### src/rtl/alu_issue_stage.sv
// alu_issue_stage: RV32I decode/execute boundary register feeding the ALU (A, B, op) behind a valid/ready handshake.
// Optional ALU_ISSUE_FWD_EN adds a writeback bypass port into the rs1/rs2 operand selection.
module alu_issue_stage #(
    parameter int          XLEN     = 32,
    parameter logic [31:0] RESET_PC = 32'h0
) (
    input  logic            clk,
    input  logic            reset,
    input  logic            in_valid,
    output logic            in_ready,
    input  logic [XLEN-1:0] instr,
    input  logic [XLEN-1:0] pc,
    input  logic [XLEN-1:0] rs1_data,
    input  logic [XLEN-1:0] rs2_data,
    input  logic            flush,
    output logic            out_valid,
    input  logic            out_ready,
    output logic [XLEN-1:0] alu_a,
    output logic [XLEN-1:0] alu_b,
    output logic [3:0]      alu_op,
    output logic [4:0]      out_rd,
    output logic            reg_write,
    output logic            is_branch,
    output logic [2:0]      out_funct3,
    output logic [XLEN-1:0] out_pc,
`ifdef ALU_ISSUE_FWD_EN
    input  logic            wb_valid,
    input  logic [4:0]      wb_rd,
    input  logic [XLEN-1:0] wb_data,
`endif
    output logic            illegal
);
    localparam logic [6:0] OPC_OP     = 7'b0110011;
    localparam logic [6:0] OPC_OP_IMM = 7'b0010011;
    localparam logic [6:0] OPC_LUI    = 7'b0110111;
    localparam logic [6:0] OPC_AUIPC  = 7'b0010111;
    localparam logic [6:0] OPC_BRANCH = 7'b1100011;

    logic [6:0]      w_opc;
    logic [2:0]      w_f3;
    logic [4:0]      w_rd;
    logic [XLEN-1:0] w_rs1, w_rs2, w_imm_i, w_imm_u, w_a, w_b;
    logic [3:0]      w_op;
    logic            w_rw, w_br, w_ill, w_accept, w_shift;

    logic            r_valid, r_rw, r_br, r_ill;
    logic [XLEN-1:0] r_a, r_b, r_pc;
    logic [3:0]      r_op;
    logic [4:0]      r_rd;
    logic [2:0]      r_f3;

    assign w_opc    = instr[6:0];
    assign w_f3     = instr[14:12];
    assign w_rd     = instr[11:7];
    assign w_imm_i  = {{20{instr[31]}}, instr[31:20]};
    assign w_imm_u  = {instr[31:12], 12'b0};
    assign w_shift  = (w_f3 == 3'b001) | (w_f3 == 3'b101);
    assign in_ready = (~r_valid | out_ready) & ~flush;
    assign w_accept = in_valid & in_ready;

`ifdef ALU_ISSUE_FWD_EN
    assign w_rs1 = (wb_valid && wb_rd != 5'd0 && wb_rd == instr[19:15]) ? wb_data : rs1_data;
    assign w_rs2 = (wb_valid && wb_rd != 5'd0 && wb_rd == instr[24:20]) ? wb_data : rs2_data;
`else
    assign w_rs1 = rs1_data;
    assign w_rs2 = rs2_data;
`endif

    always_comb begin
        w_a   = '0;
        w_b   = '0;
        w_op  = 4'b0000;
        w_rw  = 1'b0;
        w_br  = 1'b0;
        w_ill = 1'b0;
        case (w_opc)
            OPC_OP: begin
                w_a  = w_rs1;
                w_b  = w_shift ? (w_rs2 & 32'h1F) : w_rs2;
                w_op = {instr[30], w_f3};
                w_rw = |w_rd;
            end
            OPC_OP_IMM: begin
                w_a  = w_rs1;
                w_b  = (w_f3 == 3'b101) ? {27'b0, instr[24:20]} : w_imm_i;
                w_op = {(w_f3 == 3'b101) & instr[30], w_f3};
                w_rw = |w_rd;
            end
            OPC_LUI: begin
                w_b  = w_imm_u;
                w_rw = |w_rd;
            end
            OPC_AUIPC: begin
                w_a  = pc;
                w_b  = w_imm_u;
                w_rw = |w_rd;
            end
            OPC_BRANCH: begin
                w_a  = w_rs1;
                w_b  = w_rs2;
                w_br = 1'b1;
                w_op = (w_f3[2:1] == 2'b10) ? 4'b0010 : (w_f3[2:1] == 2'b11) ? 4'b0011 : 4'b1000;
            end
            default: w_ill = 1'b1;
        endcase
    end

    // Data registers only move on accept; a drain or flush just drops valid.
    always_ff @(posedge clk or posedge reset) begin
        if (reset) begin
            r_valid <= 1'b0;
            r_a     <= '0;
            r_b     <= '0;
            r_op    <= 4'b0000;
            r_rd    <= 5'd0;
            r_rw    <= 1'b0;
            r_br    <= 1'b0;
            r_f3    <= 3'b000;
            r_pc    <= RESET_PC;
            r_ill   <= 1'b0;
        end else if (flush) begin
            r_valid <= 1'b0;
        end else if (w_accept) begin
            r_valid <= 1'b1;
            r_a     <= w_a;
            r_b     <= w_b;
            r_op    <= w_op;
            r_rd    <= w_rd;
            r_rw    <= w_rw;
            r_br    <= w_br;
            r_f3    <= w_f3;
            r_pc    <= pc;
            r_ill   <= w_ill;
        end else if (out_ready) begin
            r_valid <= 1'b0;
        end
    end

    assign out_valid  = r_valid;
    assign alu_a      = r_a;
    assign alu_b      = r_b;
    assign alu_op     = r_op;
    assign out_rd     = r_rd;
    assign reg_write  = r_rw;
    assign is_branch  = r_br;
    assign out_funct3 = r_f3;
    assign out_pc     = r_pc;
    assign illegal    = r_ill;
endmodule

### config.mk
export PLATFORM = sky130hd
export DESIGN_NAME = alu_issue_stage
export DESIGN_NICKNAME = d
export VERILOG_FILES = /design/src/rtl/alu_issue_stage.sv
export SDC_FILE = /design/constraint.sdc
export NUM_CORES = 1
export LEC_CHECK = 0
export CORE_MARGIN = 1
export CORE_UTILIZATION = 44
export DETAILED_ROUTE_END_ITERATION = 16
export HOLD_SLACK_MARGIN = 0.12
export PLACE_DENSITY_LB_ADDON = 0.25
export SETUP_SLACK_MARGIN = 0.02
export SYNTH_ARGS = -nofsm -noshare
export SYNTH_HDL_FRONTEND = slang
export SYNTH_SLANG_ARGS = --single-unit
### constraint.sdc
create_clock -name clk -period 6 [get_ports clk]
set_input_delay 1.2 -clock clk [delete_from_list [all_inputs] [get_ports clk]]
set_output_delay 1.2 -clock clk [all_outputs]
set_load 0.05 [all_outputs]
# == After elaboration in Yosys (flattened, before gate mapping) ==
# Cells that the tools add are included.
# classes
n_eq_ne,9
muxes,13
bitwise,7
reduce_logical,7
# op_table
operator,n
one-hot mux 32 bit (4 select lines),1
2-to-1 mux 32 bit,2
one-hot mux 32 bit (2 select lines),1
equality test 7 x 5 -> 1 bit (second input constant),2
equality test 7 x 6 -> 1 bit (second input constant),2
one-hot mux 4 bit (3 select lines),1
OR reduction 5 bit,2
2-to-1 mux 4 bit,2
equality test 7 bit (second input constant),1
2-to-1 mux 1 bit,6
equality test 2 bit (second input constant),2
OR reduction 4 bit,1
bitwise AND 1 bit,3
equality test 3 x 1 -> 1 bit (second input constant),1
equality test 3 bit (second input constant),1
nonzero test 3 bit,1
OR reduction 3 bit,1
inverter 1 bit,2
bitwise OR 1 bit,2
AND reduction 2 bit,1
OR reduction 2 bit,1
# totals
ff_bits,112
in_bits,133
output_inout_bits,113
elab_cells,46

# == Depth between registers and ports, before layout ==
# logic_depth
word_depth,6
mapped_depth,7
depth_no_buf,4

# == Least setup slack after synthesis ==
# No wires, ideal clock.
# synth_timing
path_type,input to output
start,input out_ready
end,output in_ready
arrival_time_ns,1.885
required_time_ns,4.800
path_slack_ns,2.915
stages,2
n_path_buf,0
cell_sequence,nor2b_1 > nor2_1
# synth_via
elab_chain_len,2
# synth_lines
item,line,source
"start, declared",17,"input logic out_ready,"
bitwise OR 1 bit,58,assign in_ready = (~r_valid | out_ready) & ~flush;
bitwise AND 1 bit,58,
"end, declared",10,"output logic in_ready,"
# Every way passes these cells.

# == Final worst setup path ==
# Ends and elaborated chain as after synthesis.

==> impl_metrics.yaml <==
detailed_routing:
  dr.max_layer_used: "met4"
  route.detailed.drc: 0
  viasPerCell: 5.71
  drt_pass1_iterations: 5
  detail-route-antenna-nets: 0
  drt_wl_total_um: 16100
  met1_length_um: 6070
  avgRoutedWirePerCell_um: 18.6
  num_vias: 4949
  dr_wl_met2_um: 7950
  routed-wl-met3_um: 1610
  drt_iter0_markers: 441
setup_path:
  critPathArrivalTime_ns: 2.64
  criticalPathCategory: "in2out"
  cp_top_family: "buffers and inverters"
  r2r_end: "alu_a[4]"
  rr_worst_depth: 4
  path_depth: 4
  path_cells: "clkdlybuf4s50_1 -> nor2b_1 -> nor2_1 -> clkdlybuf4s50_1"
  crit_slowest_cell: "clkdlybuf4s50_1"
  cp-start-kind: "primary input"
  cp_common_cell: "clkdlybuf4s50_1"
  cp_num_buf_inv: 2
  regToRegSetupSlack_ns: 3.76
  worstReg2RegStart: "out_valid"
  critPathMaxStageDelay_ns: 0.81
  worstPathRequired_ns: 4.80
  cp_max_fo: 2
  critPathCaptureType: "output pin"
cts:
  cts.sinks: 112
  cts_tree: "yes"
  clock_latency_ns: 0.36
  cts_max_path_buffers: 2
  cts_buffers: 9
  htreeDepth: 3
  clk_pin_slew_ns: 0.07
  holdBufCountCts: 0
  post_cts_resize_count: 0
  root_buffer: "clkbuf_16"
  postCtsSetupBuffers: 0
power_and_ir_drop:
  powerDensity_nw_per_um2: 243
  p_leak_nw: 3.46
  ir_drop_v: 0.000274
timing:
  slew_violations: 0
  slew_headroom_pct: 22.5
  hold_slack_ns: 0.474
  setup_viol: 0
  rsz0062_at_grt: "false"
  clock.fmax_mhz: 260
  hold_viol: 0
  post-route-period-util_pct: 64.0
  fin_tns_setup_ns: 0
  worst_slew_pin_slew_ns: 1.16
  layout_min_cycle_time_ns: 3.84
  clock_skew_ns: 0.00601
floorplanning:
  core_sq_um: 11100
  io_pins: 246
  die_w_um: 110
  design.die.area_sq_um: 12000
  die_h_um: 110
  start_util_pct: 46.1
  num_rows: 38
finish:
  nNetsFinal: 855
  final_cell_mix: "clkdlybuf4s50_1 (245), nand2_1 (153), dfrtp_1 (112), and3_1 (32), a221o_1 (32)"
  drive_gt1_share_pct: 4.40
  regArea_sq_um: 2800
  fill_cells: 846
  final_common_cell: "clkdlybuf4s50_1"
  diodes: 0
  syn2layout_area_growth_pct: 53.9
  multi_input_area_sq_um: 2070
synth:
  yosysUniqueCellTypes: 42
  synth.yosys.seq_area_share_pct: 54.9
  synth_nets: 636
  ys_dominant_reg_cell: "dfrtp_1"
  synthCells: 503
  avgSynthCellArea_sq_um: 10.1
  ys_seq_elements: 112
  synthesis.area_sq_um: 5100
  synth_warnings: 0
  synth_edf_count: 0
  synth-async-reset-ratio_pct: 100
placement:
  dp_hpwl_um: 11300
  numPortBuffers: 245
  gp_congestion: 0.796
flow_run:
  cap_viol_max_count: 0
min_path:
  worstHoldStart: "out_pc[16]"
  hold_class: "reg2reg"
  whs_endpoint: "out_pc[16]"
  min_path_cells: 2
run_status:
  status: "finished clean"
grt:
  gr-usage-all-layers_pct: 27.2
  gr-total-overflow: 0
  grt_max_degree: 81
  antenna_found_initial: 0
  grt_pass1_vias: 4888
  grt_pass1_wl_um: 24600
[routing by layer]
layer,track usage (%),up-vias
li1,-,2261
met1,31.4,2400
met2,46.0,250
met3,9.72,38
met4,11.0,0
met5,0,-
[final cells by class]
class / count / area share [%]
Clock inverter: 7 / 1.00
Clock buffer: 9 / 2.87
Inverter: 4 / 0.223
Sequential cell: 112 / 35.7
Timing Repair Buffer: 249 / 31.6
Tap cell: 140 / 2.23
Multi-Input combinational cell: 346 / 26.4
[cells in the mapped netlist, types with 2 or more instances]
cell	instances	area, sq um
clkbuf_1	16	60.1
clkbuf_2	3	15.0
buf_1	4	15.0
o21ai_0	3	15.0
a21oi_1	21	105
o21ai_1	5	25.0
buf_6	8	90.1
nor2_1	11	41.3
and3_4	2	22.5
dfrtp_1	112	2800
nand3_1	2	10.0
and3_1	32	200
a221o_1	32	320
nand2b_1	3	18.8
inv_1	4	15.0
nor2b_1	2	12.5
buf_2	10	50.1
nand2_1	153	574
a22o_1	11	96.3
a22oi_1	20	150
a32oi_1	27	236
nor3_2	2	20.0
[where the power goes]
group          internal, W  switching (W)
clock network     0.000328       0.000290
logic             0.000179       0.000286
registers         0.000799      0.0000239
total              0.00131       0.000600
[registers in the layout (all words and copies together), names as in the netlist]
signal / count
illegal: 1
reg_write: 1
alu_a: 32
out_rd: 5
is_branch: 1
out_valid: 1
out_funct3: 3
alu_b: 32
alu_op: 4
out_pc: 32
[tightest hold or removal path: stages, from the launching register on]
cell and delay (ns):
dfrtp_1 0.34, nand2_1 0.05, nand2_1 0.05
[logic make-up (layout without fill, tap and decap cells)]
kind of cell	count (synthesis)	count (layout)	synth area share, %
AOI/OAI and AO/OA	128	128	20.2
and+or+nand+nor	218	218	20.1
buffers and inverters	45	269	4.81
DFF	112	112	54.9
[worst max path at each step]
stage                     startpoint  slack, ns       end
after floorplan                reset       1.84  alu_a[0]
after global placement     out_ready       2.18  in_ready
after detailed placement   out_ready       2.16  in_ready
after CTS                  out_ready       2.16  in_ready
after global routing       out_ready       2.06  in_ready
final                      out_ready       2.16  in_ready
[per-stage QoR]
step           util (%)  total power, W  instance area [sq um]  instances  worst slack [ns]
2_1_floorplan         -         0.00108                   5100        503              1.84
3_3_place_gp       68.2         0.00130                   7550        851              2.18
3_5_place_dp       68.2         0.00130                   7550        851              2.16
4_1_cts            70.9         0.00192                   7860        867              2.16
5_1_grt            70.9         0.00198                   7860        867              2.06
6_report           70.9         0.00190                   7860        867              2.16
(Power assumes the default switching activity.)
